$ cat config.mk
export PLATFORM = sky130hd
export DESIGN_NAME = uart_tx_fifo
export DESIGN_NICKNAME = d
export VERILOG_FILES = /design/src/rtl/uart_tx_fifo.sv
export SDC_FILE = /design/constraint.sdc
export NUM_CORES = 1
export LEC_CHECK = 0
export ABC_AREA = 1
export CORE_MARGIN = 5
export CORE_UTILIZATION = 30
export CTS_CLUSTER_DIAMETER = 150
export DETAILED_ROUTE_END_ITERATION = 12
export PLACE_DENSITY = 0.47
export SKIP_CTS_REPAIR_TIMING = 1
export SYNTH_ARGS = -nofsm -noshare
export SYNTH_HDL_FRONTEND = slang
export SYNTH_SLANG_ARGS = --single-unit
export TNS_END_PERCENT = 100
$ cat constraint.sdc
create_clock -name clock -period 2.75 [get_ports clock]
set_input_delay 0.6875 -clock clock [delete_from_list [all_inputs] [get_ports clock]]
set_output_delay 0.6875 -clock clock [all_outputs]
set_load 0.02 [all_outputs]
$ cat src/rtl/uart_tx_fifo.sv
// Fabric-side UART transmitter: byte FIFO feeding an 8N1 serialiser.
// Define UART_TX_PARITY_EN to add an even-parity bit (8E1 frames).
`timescale 1ns/1ps
module uart_tx_fifo #(
    parameter int BAUD_DIV   = 434,
    parameter int FIFO_DEPTH = 16,
    parameter int STOP_BITS  = 1
) (
    input  logic                            clock,
    input  logic                            reset,
    input  logic [7:0]                      tx_data,
    input  logic                            tx_valid,
    output logic                            tx_ready,
    output logic                            tx,
    output logic                            busy,
    output logic [$clog2(FIFO_DEPTH+1)-1:0] fifo_count,
    output logic                            overflow
);

    localparam int CW = $clog2(FIFO_DEPTH + 1);
    localparam int PW = $clog2(FIFO_DEPTH);
    localparam int BW = $clog2(BAUD_DIV);

    localparam logic [CW-1:0] FULL      = CW'(FIFO_DEPTH);
    localparam logic [BW-1:0] BAUD_LAST = BW'(BAUD_DIV - 1);
    localparam logic [2:0]    STOP_LAST = 3'(STOP_BITS - 1);

`ifdef UART_TX_PARITY_EN
    typedef enum logic [2:0] {
        IDLE   = 3'd0,
        START  = 3'd1,
        DATA   = 3'd2,
        PARITY = 3'd3,
        STOP   = 3'd4
    } state_t;
`else
    typedef enum logic [2:0] {
        IDLE  = 3'd0,
        START = 3'd1,
        DATA  = 3'd2,
        STOP  = 3'd4
    } state_t;
`endif

    state_t state;
    state_t state_n;

    logic [7:0]    mem [FIFO_DEPTH];
    logic [PW-1:0] wr_ptr;
    logic [PW-1:0] rd_ptr;
    logic [CW-1:0] count_n;

    logic [BW-1:0] baud;
    logic [BW-1:0] baud_n;
    logic [2:0]    bit_idx;
    logic [2:0]    bit_idx_n;
    logic [7:0]    shift;
    logic [7:0]    shift_n;

    logic push;
    logic pop;
    logic bit_end;
    logic frame_end;
    logic tx_n;
    logic busy_n;

`ifdef UART_TX_PARITY_EN
    logic parity;
    logic parity_n;
`endif

    assign tx_ready  = (fifo_count != FULL);
    assign push      = tx_valid && tx_ready;
    assign bit_end   = (baud == BAUD_LAST);
    assign frame_end = (state == STOP) && bit_end && (bit_idx == STOP_LAST);
    // Popping on the last stop cycle chains frames with no idle gap.
    assign pop       = ((state == IDLE) || frame_end) && (fifo_count != '0);

    always_ff @(posedge clock) begin
        if (reset) begin
            state <= IDLE;
        end else begin
            state <= state_n;
        end
    end

    always_comb begin
        state_n   = state;
        baud_n    = baud + BW'(1);
        bit_idx_n = bit_idx;
        shift_n   = shift;
`ifdef UART_TX_PARITY_EN
        parity_n  = parity;
`endif
        unique case (state)
            IDLE: begin
                baud_n = '0;
            end
            START: begin
                if (bit_end) begin
                    state_n   = DATA;
                    baud_n    = '0;
                    bit_idx_n = '0;
                end
            end
            DATA: begin
                if (bit_end) begin
                    baud_n = '0;
                    if (bit_idx == 3'd7) begin
                        bit_idx_n = '0;
`ifdef UART_TX_PARITY_EN
                        state_n   = PARITY;
`else
                        state_n   = STOP;
`endif
                    end else begin
                        bit_idx_n = bit_idx + 3'd1;
                        shift_n   = {1'b0, shift[7:1]};
                    end
                end
            end
`ifdef UART_TX_PARITY_EN
            PARITY: begin
                if (bit_end) begin
                    state_n   = STOP;
                    baud_n    = '0;
                    bit_idx_n = '0;
                end
            end
`endif
            STOP: begin
                if (bit_end) begin
                    baud_n = '0;
                    if (bit_idx == STOP_LAST) begin
                        state_n = IDLE;
                    end else begin
                        bit_idx_n = bit_idx + 3'd1;
                    end
                end
            end
            default: begin
                state_n = IDLE;
                baud_n  = '0;
            end
        endcase
        if (pop) begin
            state_n   = START;
            baud_n    = '0;
            bit_idx_n = '0;
            shift_n   = mem[rd_ptr];
`ifdef UART_TX_PARITY_EN
            parity_n  = ^mem[rd_ptr];
`endif
        end
    end

    always_comb begin
        count_n = fifo_count;
        if (push && !pop) begin
            count_n = fifo_count + CW'(1);
        end else if (pop && !push) begin
            count_n = fifo_count - CW'(1);
        end
    end

    // tx and busy are registered from next-state values so they line up
    // with the state they describe.
    always_comb begin
        tx_n = 1'b1;
        unique case (state_n)
            IDLE:   tx_n = 1'b1;
            START:  tx_n = 1'b0;
            DATA:   tx_n = shift_n[0];
`ifdef UART_TX_PARITY_EN
            PARITY: tx_n = parity_n;
`endif
            STOP:   tx_n = 1'b1;
            default: tx_n = 1'b1;
        endcase
        busy_n = (state_n != IDLE) || (count_n != '0);
    end

    always_ff @(posedge clock) begin
        if (reset) begin
            tx         <= 1'b1;
            busy       <= 1'b0;
            fifo_count <= '0;
            overflow   <= 1'b0;
            wr_ptr     <= '0;
            rd_ptr     <= '0;
            baud       <= '0;
            bit_idx    <= '0;
            shift      <= '0;
`ifdef UART_TX_PARITY_EN
            parity     <= 1'b0;
`endif
        end else begin
            tx         <= tx_n;
            busy       <= busy_n;
            fifo_count <= count_n;
            baud       <= baud_n;
            bit_idx    <= bit_idx_n;
            shift      <= shift_n;
`ifdef UART_TX_PARITY_EN
            parity     <= parity_n;
`endif
            if (push) begin
                wr_ptr <= wr_ptr + PW'(1);
            end
            if (pop) begin
                rd_ptr <= rd_ptr + PW'(1);
            end
            if (tx_valid && !tx_ready) begin
                overflow <= 1'b1;
            end
        end
    end

    always_ff @(posedge clock) begin
        if (push) begin
            mem[wr_ptr] <= tx_data;
        end
    end

endmodule

==> results_dict.tcl <==
set metrics [dict create \
    fin_crit_ps 2627 \
    synthTopCellsByArea "edfxtp_1 (53%), dfxtp_1 (12%), nor2_1 (5.8%), o21ai_0 (4.6%), nand2_1 (4.3%)" \
    r2r-end "busy$_SDFF_PP0_" \
    peakVddDrop_mv 0.3781 \
    drive_above_1_share 0.1283 \
    min_to "overflow$_SDFFE_PP0P_" \
    finalHoldViolCount 0 \
    clkSlewWorstSetupHoldPaths_ps 70 \
    cts-root-buf "clkbuf_16" \
    dr.pass1.iters 5 \
    startpoint "fifo_count[1]$_SDFF_PP0_" \
    synth_top_family_by_area "simple AND/OR/NAND/NOR gates" \
    finalSetupTns_ps 0 \
    htree_num_levels 4 \
    wl_per_cell_um 17.72 \
    yosysWarnings 0 \
    dieArea_um2 27270 \
    synth_edf_count 128 \
    yosysTopAreaCell "edfxtp_1" \
    synth_compound_area_frac 0.1229 \
    fin_nets 728 \
    grt.met2_usage 0.2238 \
    core_um2 23610 \
    path_max_fanout 6 \
    post-route-worst-setup-slack_ps 123.0 \
    synthFlopType "edfxtp_1" \
    die_h_um 165.1 \
    final_cell_count_no_fill 1036 \
    cts.sink_count 171 \
    nFillCells 2358 \
    track_usage 0.1400 \
    ys_types 42 \
    fmax_ghz 0.3807 \
    port_buffers 19 \
    multi_input_comb_area_um2 2221 \
    syn_area_um2 7219 \
    reg2reg_depth 16 \
    grt_first_pass_wirelength_um 28630 \
    synth-xor-area-share 0.01092 \
    powerDensity_nw_per_um2 927.6 \
    hp-start "overflow$_SDFFE_PP0P_" \
    insertion_delay_ps 430 \
    critical_path.cell_chain "inv_1, ha_1, nand3_2, clkdlybuf4s50_1" \
    syn_inst 660 \
    dp_hpwl_um 12180 \
    netlist.area_leader.share 0.5324 \
    syn2layout_area_growth_pct 18.25 \
    min-delay-path-class "reg2reg" \
    cts_tree "built" \
    ys_ff_latch 171 \
    io_pins 20 \
    viasPerCell 4.831 \
    cts_buffers 17 \
    syn_avg_cell_area_um2 10.94 \
    antenna_found_initial 0 \
    dp_slack_ps 475.5 \
    postRouteWirelength_um 18360 \
    critPathSlowestCell "clkdlybuf4s50_1" \
    ff2ff_setup_slack_ps 650 \
    critPathArrivalTime_ps 1940 \
    holdWs_ps 469.1 \
    worst_slew_pin_slew_ps 509.6 \
    initial_core_util 0.3057 \
    synthAdderAreaFrac 0.02253 \
    min_delay_path_depth 2 \
    cp-start-kind "flip-flop" \
    synth_nets 684 \
    setup_viol 0 \
    grt-ovfl-total 0 \
    route.detailed.drc 0 \
    dp.cells 1004 \
    register_area_um2 4706 \
    grt_use_met1 0.1955 \
    r2r_start "baud[0]$_SDFF_PP0_" \
    grt_pass1_vias 5091 \
    vias 5005 \
    max_slew_margin 0.6599 \
    cap_viol_max_count 0 \
    synthMuxAreaShare 0.001386 \
    yosys.cell_count.top_type "edfxtp_1" \
    slew_viol_final 0 \
    grt.busiest_layer "met2" \
    max_stage_delay_ps 600 \
    fin_skew_ps 13.89 \
    rsz0062_at_grt "false" \
    finalCritPeriodShare 0.9553 \
    synthTopCellsByCount "edfxtp_1 (128), nor2_1 (112), nand2_1 (82)" \
    leakagePower_nw 3.087 \
    required_ps 2060 \
    antenna-diode-count 0 \
    fin_util 0.3615 \
    placementRows 56 \
    grt_max_degree 65 \
    drt-initial-drc-count 552 \
    gp_congestion 0.8544 \
    status "finished, final reports clean" \
    crit_type "reg2out" \
    synth-simple-area-share 0.1499 \
    ant_nets 0 \
    synth-seq-area-share 0.6516 \
    gr-usage-met3 0.03127 \
    clockBufferDepth 2 \
    die_w_um 165.1 \
    async_reset_ff_frac 0 \
    cp-end-kind "output pin" \
]
## logic make-up after synthesis
| kind of cell | Yosys count |
|---|---|
| DFF | 171 |
| muxes | 1 |
| AOI/OAI and AO/OA | 148 |
| xor gates and xnor gates | 9 |
| adders and majority gates | 13 |
| buffers and inverters | 73 |
| and+or+nand+nor | 245 |
## area by class of cell
cell class | instances | share of cell area
sequential | 171 | 0.5512
inverter | 45 | 0.01979
multi-input combinational | 416 | 0.2601
timing repair buffer | 53 | 0.05364
clock buffer | 18 | 0.05027
clock inverter | 14 | 0.01817
tap | 319 | 0.04675
## cell usage in the layout, fill, tap and decap left out, types with 3 or more instances in the layout
cell type | Yosys | layout
o211ai_1 | 8 | 8
a21oi_1 | 26 | 26
inv_1 | 37 | 37
ha_1 | 13 | 13
nor3_1 | 4 | 4
inv_8 | 0 | 5
buf_4 | 0 | 33
o221ai_1 | 17 | 17
nand3_1 | 23 | 23
inv_2 | 7 | 7
a31oi_1 | 7 | 7
nand2_2 | 3 | 3
edfxtp_1 | 128 | 128
inv_6 | 0 | 4
clkdlybuf4s50_1 | 0 | 19
nand2_4 | 4 | 4
o21ai_1 | 4 | 4
nand2_1 | 82 | 82
xor2_1 | 9 | 9
clkbuf_16 | 0 | 17
o21ai_0 | 67 | 67
dfxtp_1 | 43 | 42
nand4_1 | 5 | 5
nor2_1 | 112 | 112
o22ai_1 | 9 | 9
## worst max path at each step
stage	depth (start not counted)	slack, ps	to
after floorplan	7	590	mem[3][0]$_DFFE_PP_
after global placement	6	450	mem[0][2]$_DFFE_PP_
after detailed placement	6	480	mem[4][1]$_DFFE_PP_
after CTS	4	100	tx_ready
after global routing	4	40	tx_ready
final	4	120	tx_ready
## worst max-delay path, delay by kind of cell, from the launching register on
kind | cells | cell delay, ps
adder cells (fa/ha/maj) | 1 | 250
buffers and inverters | 2 | 700
flip-flops | 1 | 440
AND/OR/NAND/NOR | 1 | 110
## power breakdown
| part | total (mW) | switching, mW | leakage [nW] | internal [mW] |
|---|---|---|---|---|
| sequential | 3.10 | 0.139 | 1.51 | 2.96 |
| clock | 2.39 | 1.10 | 0.288 | 1.29 |
| combinational | 2.43 | 1.62 | 1.29 | 0.805 |
## state kept, by name (all words and copies together) (netlist names), named ones only
name,flops
baud,9
bit_idx,3
busy,1
fifo_count,5
mem,128
overflow,1
rd_ptr,4
shift,8
state,3
tx,1
wr_ptr,4
## per-stage QoR
stage | total power [mW] | area, um^2
after floorplan | 4.813 | 7219
after global placement | 5.578 | 7953
after detailed placement | 5.581 | 7953
after CTS | 7.970 | 8537
after global routing | 8.354 | 8537
final | 7.919 | 8537
## metal layers
layer  share of wire  vias up
met3           0.050       12
met1            0.48     2451
met2            0.46      125
met4          0.0076        0
li1                -     2417
met5               0        -
No activity file was read; power rests on OpenSTA's default activity.
